$ cat config.mk
export PLATFORM = sky130hd
export DESIGN_NAME = bridge_lift_ctrl
export DESIGN_NICKNAME = d
export VERILOG_FILES = /design/src/rtl/bridge_pkg.sv /design/src/rtl/bridge_timer.sv /design/src/rtl/bridge_lift_ctrl.sv
export SDC_FILE = /design/constraint.sdc
export NUM_CORES = 1
export LEC_CHECK = 0
export ABC_AREA = 1
export BUFFER_PORTS_ARGS = -buffer_cell sky130_fd_sc_hd__clkbuf_2
export CORE_MARGIN = 2
export CORE_UTILIZATION = 45
export DETAILED_ROUTE_END_ITERATION = 8
export GPL_TIMING_DRIVEN = 0
export PLACE_DENSITY = 0.67
export SYNTH_ARGS = -nofsm -noshare
export SYNTH_HDL_FRONTEND = slang
export SYNTH_SLANG_ARGS = --single-unit
$ cat constraint.sdc
create_clock -name Clock -period 2.6 [get_ports Clock]
set_input_delay 0.39 -clock Clock [delete_from_list [all_inputs] [get_ports Clock]]
set_output_delay 0.39 -clock Clock [all_outputs]
set_load 0.05 [all_outputs]
$ cat src/rtl/bridge_pkg.sv
// Shared definitions for the drawbridge lift controller: state encoding,
// road-light codes and small output-decode helpers.
package bridge_pkg;

  typedef enum logic [2:0] {
    ST_IDLE  = 3'd0,
    ST_WARN  = 3'd1,
    ST_CLEAR = 3'd2,
    ST_RAISE = 3'd3,
    ST_OPEN  = 3'd4,
    ST_LOWER = 3'd5,
    ST_FAULT = 3'd6
  } state_t;

  localparam logic [1:0] TFL_GREEN  = 2'b00;
  localparam logic [1:0] TFL_YELLOW = 2'b01;
  localparam logic [1:0] TFL_RED    = 2'b10;

  // Road light shown while in a given state; unknown codes fail safe to red.
  function automatic logic [1:0] tfl_of(input state_t s);
    logic [1:0] t;
    case (s)
      ST_IDLE: t = TFL_GREEN;
      ST_WARN: t = TFL_YELLOW;
      default: t = TFL_RED;
    endcase
    return t;
  endfunction

  // Alarm sounds whenever the road is being closed, the deck moves, or a fault is latched.
  function automatic logic alarm_of(input state_t s);
    logic a;
    case (s)
      ST_IDLE: a = 1'b0;
      ST_OPEN: a = 1'b0;
      default: a = 1'b1;
    endcase
    return a;
  endfunction

endpackage

$ cat src/rtl/bridge_timer.sv
// Shared phase timer: CW-bit saturating up-counter with synchronous clear
// and an equality flag against a caller-selected compare value.
module bridge_timer #(
  parameter int CW = 4
) (
  input  logic          clk,
  input  logic          rst,
  input  logic          clr,
  input  logic [CW-1:0] cmp_val,
  output logic          hit
);

  logic [CW-1:0] cnt;

  // Count up each cycle, restart on clear, hold at all-ones instead of wrapping.
  always_ff @(posedge clk) begin
    if (rst) begin
      cnt <= {CW{1'b0}};
    end else if (clr) begin
      cnt <= {CW{1'b0}};
    end else if (cnt != {CW{1'b1}}) begin
      cnt <= cnt + CW'(1);
    end else begin
      cnt <= cnt;
    end
  end

  assign hit = (cnt == cmp_val);

endmodule

$ cat src/rtl/bridge_lift_ctrl.sv
// Drawbridge lift controller: sequences road lights, alarm and deck motor
// around ship passages with N deck lanes, timed warn/hold phases, late-ship
// re-raise and a latched fault with operator clear.
// Optional motor watchdog compiled in with macro BRIDGE_WATCHDOG_EN.
module bridge_lift_ctrl
  import bridge_pkg::*;
#(
  parameter int N_LANES  = 2,
  parameter int WARN_CYC = 16,
  parameter int HOLD_CYC = 32,
  parameter int MOTOR_TO = 256
) (
  input  logic               Clock,
  input  logic               Reset,
  input  logic               SHIP_IN,
  input  logic               SHIP_OUT,
  input  logic [N_LANES-1:0] DECK,
  input  logic               LIM_UP,
  input  logic               LIM_DN,
  input  logic               CLR_FAULT,
  output logic               MT_UP,
  output logic               MT_DN,
  output logic               AL,
  output logic [1:0]         TFL,
  output logic               FAULT,
  output logic [2:0]         STATE
);

  localparam int MAX_WH = (WARN_CYC > HOLD_CYC) ? WARN_CYC : HOLD_CYC;
  localparam int MAX_ALL = (MAX_WH > MOTOR_TO) ? MAX_WH : MOTOR_TO;
  localparam int CW = $clog2(MAX_ALL + 1);

  state_t        state;
  state_t        state_next;
  logic          gone;
  logic          gone_next;
  logic          clr;
  logic          hit;
  logic [CW-1:0] cmp_val;

  bridge_timer #(.CW(CW)) u_timer (
    .clk     (Clock),
    .rst     (Reset),
    .clr     (clr),
    .cmp_val (cmp_val),
    .hit     (hit)
  );

  // Pick the timer compare value that matters in the current state.
  always_comb begin
    cmp_val = {CW{1'b1}};
    case (state)
      ST_WARN:  cmp_val = CW'(WARN_CYC - 1);
      ST_OPEN:  cmp_val = CW'(HOLD_CYC - 1);
      ST_RAISE: cmp_val = CW'(MOTOR_TO - 1);
      ST_LOWER: cmp_val = CW'(MOTOR_TO - 1);
      default:  cmp_val = {CW{1'b1}};
    endcase
  end

  // Next-state logic; a dual-limit reading overrides everything but reset.
  always_comb begin
    state_next = state;
    if (LIM_UP && LIM_DN) begin
      state_next = ST_FAULT;
    end else begin
      case (state)
        ST_IDLE: begin
          if (SHIP_IN) state_next = ST_WARN;
          else         state_next = ST_IDLE;
        end
        ST_WARN: begin
          if (hit) state_next = ST_CLEAR;
          else     state_next = ST_WARN;
        end
        ST_CLEAR: begin
          if (DECK == {N_LANES{1'b0}}) state_next = ST_RAISE;
          else                         state_next = ST_CLEAR;
        end
        ST_RAISE: begin
          if (LIM_UP) state_next = ST_OPEN;
`ifdef BRIDGE_WATCHDOG_EN
          else if (hit) state_next = ST_FAULT;
`endif
          else state_next = ST_RAISE;
        end
        ST_OPEN: begin
          // Any ship activity this cycle restarts the hold, so it cannot end now.
          if (gone && hit && !SHIP_IN && !SHIP_OUT) state_next = ST_LOWER;
          else                                      state_next = ST_OPEN;
        end
        ST_LOWER: begin
          if (SHIP_IN)     state_next = ST_RAISE;
          else if (LIM_DN) state_next = ST_IDLE;
`ifdef BRIDGE_WATCHDOG_EN
          else if (hit)    state_next = ST_FAULT;
`endif
          else state_next = ST_LOWER;
        end
        ST_FAULT: begin
          if (CLR_FAULT && LIM_DN && !LIM_UP) state_next = ST_IDLE;
          else if (CLR_FAULT && !LIM_DN)      state_next = ST_LOWER;
          else                                state_next = ST_FAULT;
        end
        default: state_next = ST_FAULT;
      endcase
    end
  end

  // Ship-gone flag and timer restart; the hold timer restarts on any ship sensor activity.
  always_comb begin
    gone_next = 1'b0;
    if (state == ST_OPEN && state_next == ST_OPEN) begin
      if (SHIP_IN)       gone_next = 1'b0;
      else if (SHIP_OUT) gone_next = 1'b1;
      else               gone_next = gone;
    end else begin
      gone_next = 1'b0;
    end
    clr = (state_next != state) || ((state == ST_OPEN) && (SHIP_IN || SHIP_OUT));
  end

  // State register plus registered Moore outputs decoded from the next state.
  always_ff @(posedge Clock) begin
    if (Reset) begin
      state <= ST_IDLE;
      gone  <= 1'b0;
      MT_UP <= 1'b0;
      MT_DN <= 1'b0;
      AL    <= 1'b0;
      TFL   <= TFL_GREEN;
      FAULT <= 1'b0;
      STATE <= 3'd0;
    end else begin
      state <= state_next;
      gone  <= gone_next;
      MT_UP <= (state_next == ST_RAISE);
      MT_DN <= (state_next == ST_LOWER);
      AL    <= alarm_of(state_next);
      TFL   <= tfl_of(state_next);
      FAULT <= (state_next == ST_FAULT);
      STATE <= state_next;
    end
  end

endmodule

==> Flow_metrics.wiki <==
{| class="wikitable"
! Metric !! Value
|-
| Most frequent cells in the layout || sky130_fd_sc_hd__nand2_1 (30), sky130_fd_sc_hd__nor2_1 (30), sky130_fd_sc_hd__dfxtp_1 (19)
|-
| Worst Path Buf+Inv || 2
|-
| Placement Rows || 17
|-
| Cell at the slowest stage of the critical path || sky130_fd_sc_hd__dfxtp_1
|-
| Hold Fails Final Rpt || 0
|-
| Data required time of the critical path || roughly 2.8 ns
|-
| Area of the die || about 2900 um2
|-
| Length in cells of the worst reg-to-reg path || 11
|-
| Wire length of the first global-routing pass || between 3000 and 4000 um
|-
| Leakage power || 0.5597 nW
|-
| Routed WL per cell || a little over 10 um
|-
| Post-Synth Adder-Cell Area || 0.02273
|-
| Data arrival time of the critical path || around 2.3 ns
|-
| Final-stage net count || approximately 190
|-
| Initial cell density of the core || 0.4883
|-
| Synth Area per Inst || 6.969 um2
|-
| Vertical die dimension || about 53 um
|-
| Synth Area in Compound Gates || 0.04659
|-
| Cell family with most CP delay || simple AND/OR/NAND/NOR gates
|-
| Setup Skew || 0.0009523 ns
|-
| Antenna violations before repair || 0
|-
| Part of the Yosys area used for sequential elements || 0.3455
|-
| Detailed placement HPWL || roughly 1700 um
|-
| Post-Synth XOR/XNOR Area || 0.04773
|-
| First-pass iteration count of the detailed router || 4
|-
| Initial DRC Count || 23
|-
| Hold Crit Depth || 2
|-
| Delay of the slowest cell on the worst path || 0.40 ns
|-
| Worst hold-check slack || between 0.3 and 0.4 ns
|-
| Post-synthesis cell area || 1101 um2
|-
| Fraction of synthesized area in multiplexers || 0.009091
|-
| Wire length reported by the detailed router || 2145 um
|-
| Count of antenna-violating nets left after detailed routing || 0
|-
| Congestion Overflow GR || 0
|-
| IR Drop Worst-Case VDD || 416.2 uV
|-
| Synth Net Count || roughly 170
|-
| Max-slew violations || 0
|-
| Area fraction in and, or, nand and nor cells after synthesis || 0.4261
|-
| CTS-repair resized insts || 0
|-
| Post-layout worst setup margin || approximately 0.49 ns
|-
| Buffer cell driving the clock tree root || sky130_fd_sc_hd__clkbuf_4
|-
| Design Area, Final || 1249 um2
|-
| Number of global-route vias before repair || 890
|-
| Cts bufs inserted || 3
|-
| Count of yosys warnings during synthesis || 0
|-
| Sequence of cells on the critical path || ha_1, nand2_1, nor4_1, ha_1, clkbuf_1, inv_1, nand4_1, nor2_1, nand3_1, xor2_1, nor2_1
|-
| Number of post-CTS setup repair buffers || 0
|-
| Pin count of the biggest net entering global routing || 12
|-
| Gate Count Post-Synth || ~160
|-
| GPL Wtd Cong || around 0.84
|-
| Post-CTS Hold Buffers || 0
|-
| Setup repair after global routing missed its margin || false
|-
| Count of unique library cells instantiated by Yosys || 25
|-
| Fmax achieved || about 470 MHz
|-
| Startpoint class of the critical path || flip-flop
|-
| Post-synthesis sequential element count || 19
|-
| Cell area power density || roughly 540 nW/um2
|-
| Critical path depth in cells || 11
|-
| Latest clock arrival within the worst-skew pair || 0.29 ns
|-
| Ratio of cells with drive above 1 in the final layout || 0.2291
|-
| Transition time at the pin with the least slew margin || between 0.3 and 0.4 ns
|-
| Slew HR || 0.7452
|-
| Setup-failing EPs final || 0
|-
| Kind of capture point of the worst setup path || flip-flop
|-
| Top Ports || 18
|-
| Area after DPL || 1221 um2
|-
| Area of the core region || 2255 um2
|-
| Clock slew at reported path FFs || 0.11 ns
|-
| Minimum period implied by the final worst setup slack || 2.108 ns
|-
| Most area-hungry cell type in the Yosys netlist || sky130_fd_sc_hd__dfxtp_1
|-
| Maximum count of clock buffers along a single path || 2
|-
| Area contributors post-synth || sky130_fd_sc_hd__dfxtp_1 (35%), sky130_fd_sc_hd__nand2_1 (10%), sky130_fd_sc_hd__nor2_1 (10%), sky130_fd_sc_hd__nand3_1 (6.8%), sky130_fd_sc_hd__inv_1 (5.8%)
|-
| Detailed-route via count || roughly 980
|-
| Type of the tightest min-delay check || in -> reg
|-
| Outcome || finished, final reports clean
|-
| Setup tns final || 0 ns
|-
| Horiz. Die Dim || ~53 um
|-
| Period utilization || 0.8107
|-
| Deepest level of the CTS H-tree || 1
|-
| Port-buffer cells || 17
|-
| Maximum fanout encountered on the critical timing path || 6
|-
| Synthesis-to-layout area growth || 13.41%
|-
| Clock tree sinks || 19
|-
| Post-Place Worst Slack || 0.4998 ns
|-
| Startpoint-to-endpoint class of the critical path || reg -> reg
|-
| Clock tree from TritonCTS || built
|-
| Pwr Total || between 0.6 and 0.7 mW
|-
| Portion of synthesized cell area occupied by the leading cell type || 0.3455
|-
| Dominant combinational cell family by area after synthesis || simple AND/OR/NAND/NOR gates
|-
| Total inserted antenna cells || 0
|-
| Routed vias/inst || roughly 4.7
|-
| Count of maximum capacitance violations || 0
|-
| Total DRC errors in the routed layout || 0
|-
| Global-route usage over all layers || 0.1695
|}
==> layout make-up <==
type / instances / area, um2
repair buffers: 17 / 85.08
clock buffers: 3 / 22.52
inverters: 20 / 75.07
multi-input cells: 115 / 608.1
well taps: 28 / 35.03
fillers: 239 / 1006
clock inverters: 1 / 5.005
plain buffers: 4 / 37.54
flip-flops and latches: 19 / 380.4
==> metrics by stage <==
| stage | util | std cells |
|---|---|---|
| 3_3_place_gp | 0.5416 | 203 |
| 4_1_cts | 0.5538 | 207 |
| 5_1_grt | 0.5538 | 207 |
| 3_5_place_dp | 0.5416 | 203 |
| 2_1_floorplan | - | 158 |
| 6_report | 0.5538 | 207 |
==> flip-flops by register name, indices dropped and copies added, names as in the netlist <==
| name | count |
|---|---|
| state | 3 |
| gone | 1 |
| u_timer.cnt | 9 |
| TFL | 2 |
| AL | 1 |
| MT_UP | 1 |
| MT_DN | 1 |
| FAULT | 1 |
==> worst register-to-register path, delay by kind of cell, from the launching register on <==
kind | cells | cell delay, ns
buffers and inverters | 2 | 0.35
adder cells (fa/ha/maj) | 2 | 0.40
AND/OR/NAND/NOR | 6 | 0.72
flip-flops | 1 | 0.40
XOR/XNOR | 1 | 0.15
==> report_power, final <==
group / switching, mW / internal [mW] / leakage, nW
logic: 0.150 / 0.0627 / 0.387
registers: 0.00819 / 0.308 / 0.155
clock network: 0.0893 / 0.0572 / 0.0177
==> synthesized netlist by cell type, drive strengths merged <==
library cell,count
nor2,34
mux2i,1
buf,3
or2,1
dfxtp,19
inv,20
nand3,20
nand4,4
clkbuf,1
ha,2
o21bai,1
o21ai,4
nor4,2
xor2,6
nor3,2
nand2,33
and3b,1
a21oi,4
==> path summary, 6_finish.rpt <==
kind | startpoint | end | slack (ns)
hold reg to reg | u_timer.cnt[7]$_SDFFE_PP0P_ | u_timer.cnt[7]$_SDFFE_PP0P_ | 0.57
setup / recovery | u_timer.cnt[0]$_SDFFE_PP0P_ | u_timer.cnt[7]$_SDFFE_PP0P_ | 0.49
hold / removal | Reset | state[0]$_SDFF_PP0_ | 0.34
setup reg to reg | u_timer.cnt[0]$_SDFFE_PP0P_ | u_timer.cnt[7]$_SDFFE_PP0P_ | 0.49
==> metal layers <==
| metal | share of wire | vias to the layer above | track usage |
|---|---|---|---|
| met5 | 0 | - | 0 |
| met4 | 0.0079 | 0 | 0.08120 |
| met3 | 0.025 | 2 | 0.01977 |
| met2 | 0.46 | 15 | 0.2778 |
| met1 | 0.51 | 421 | 0.2178 |
| li1 | - | 543 | - |
==> logic make-up (layout without fill, tap and decap cells) <==
group / count (synthesis) / in the layout
mux: 1 / 1
simple gates: 97 / 97
compound gates: 9 / 9
flops: 19 / 19
buf+inv: 24 / 45
xor+xnor: 6 / 6
fa+ha+maj: 2 / 2
No activity file was read; power rests on OpenSTA's default activity.
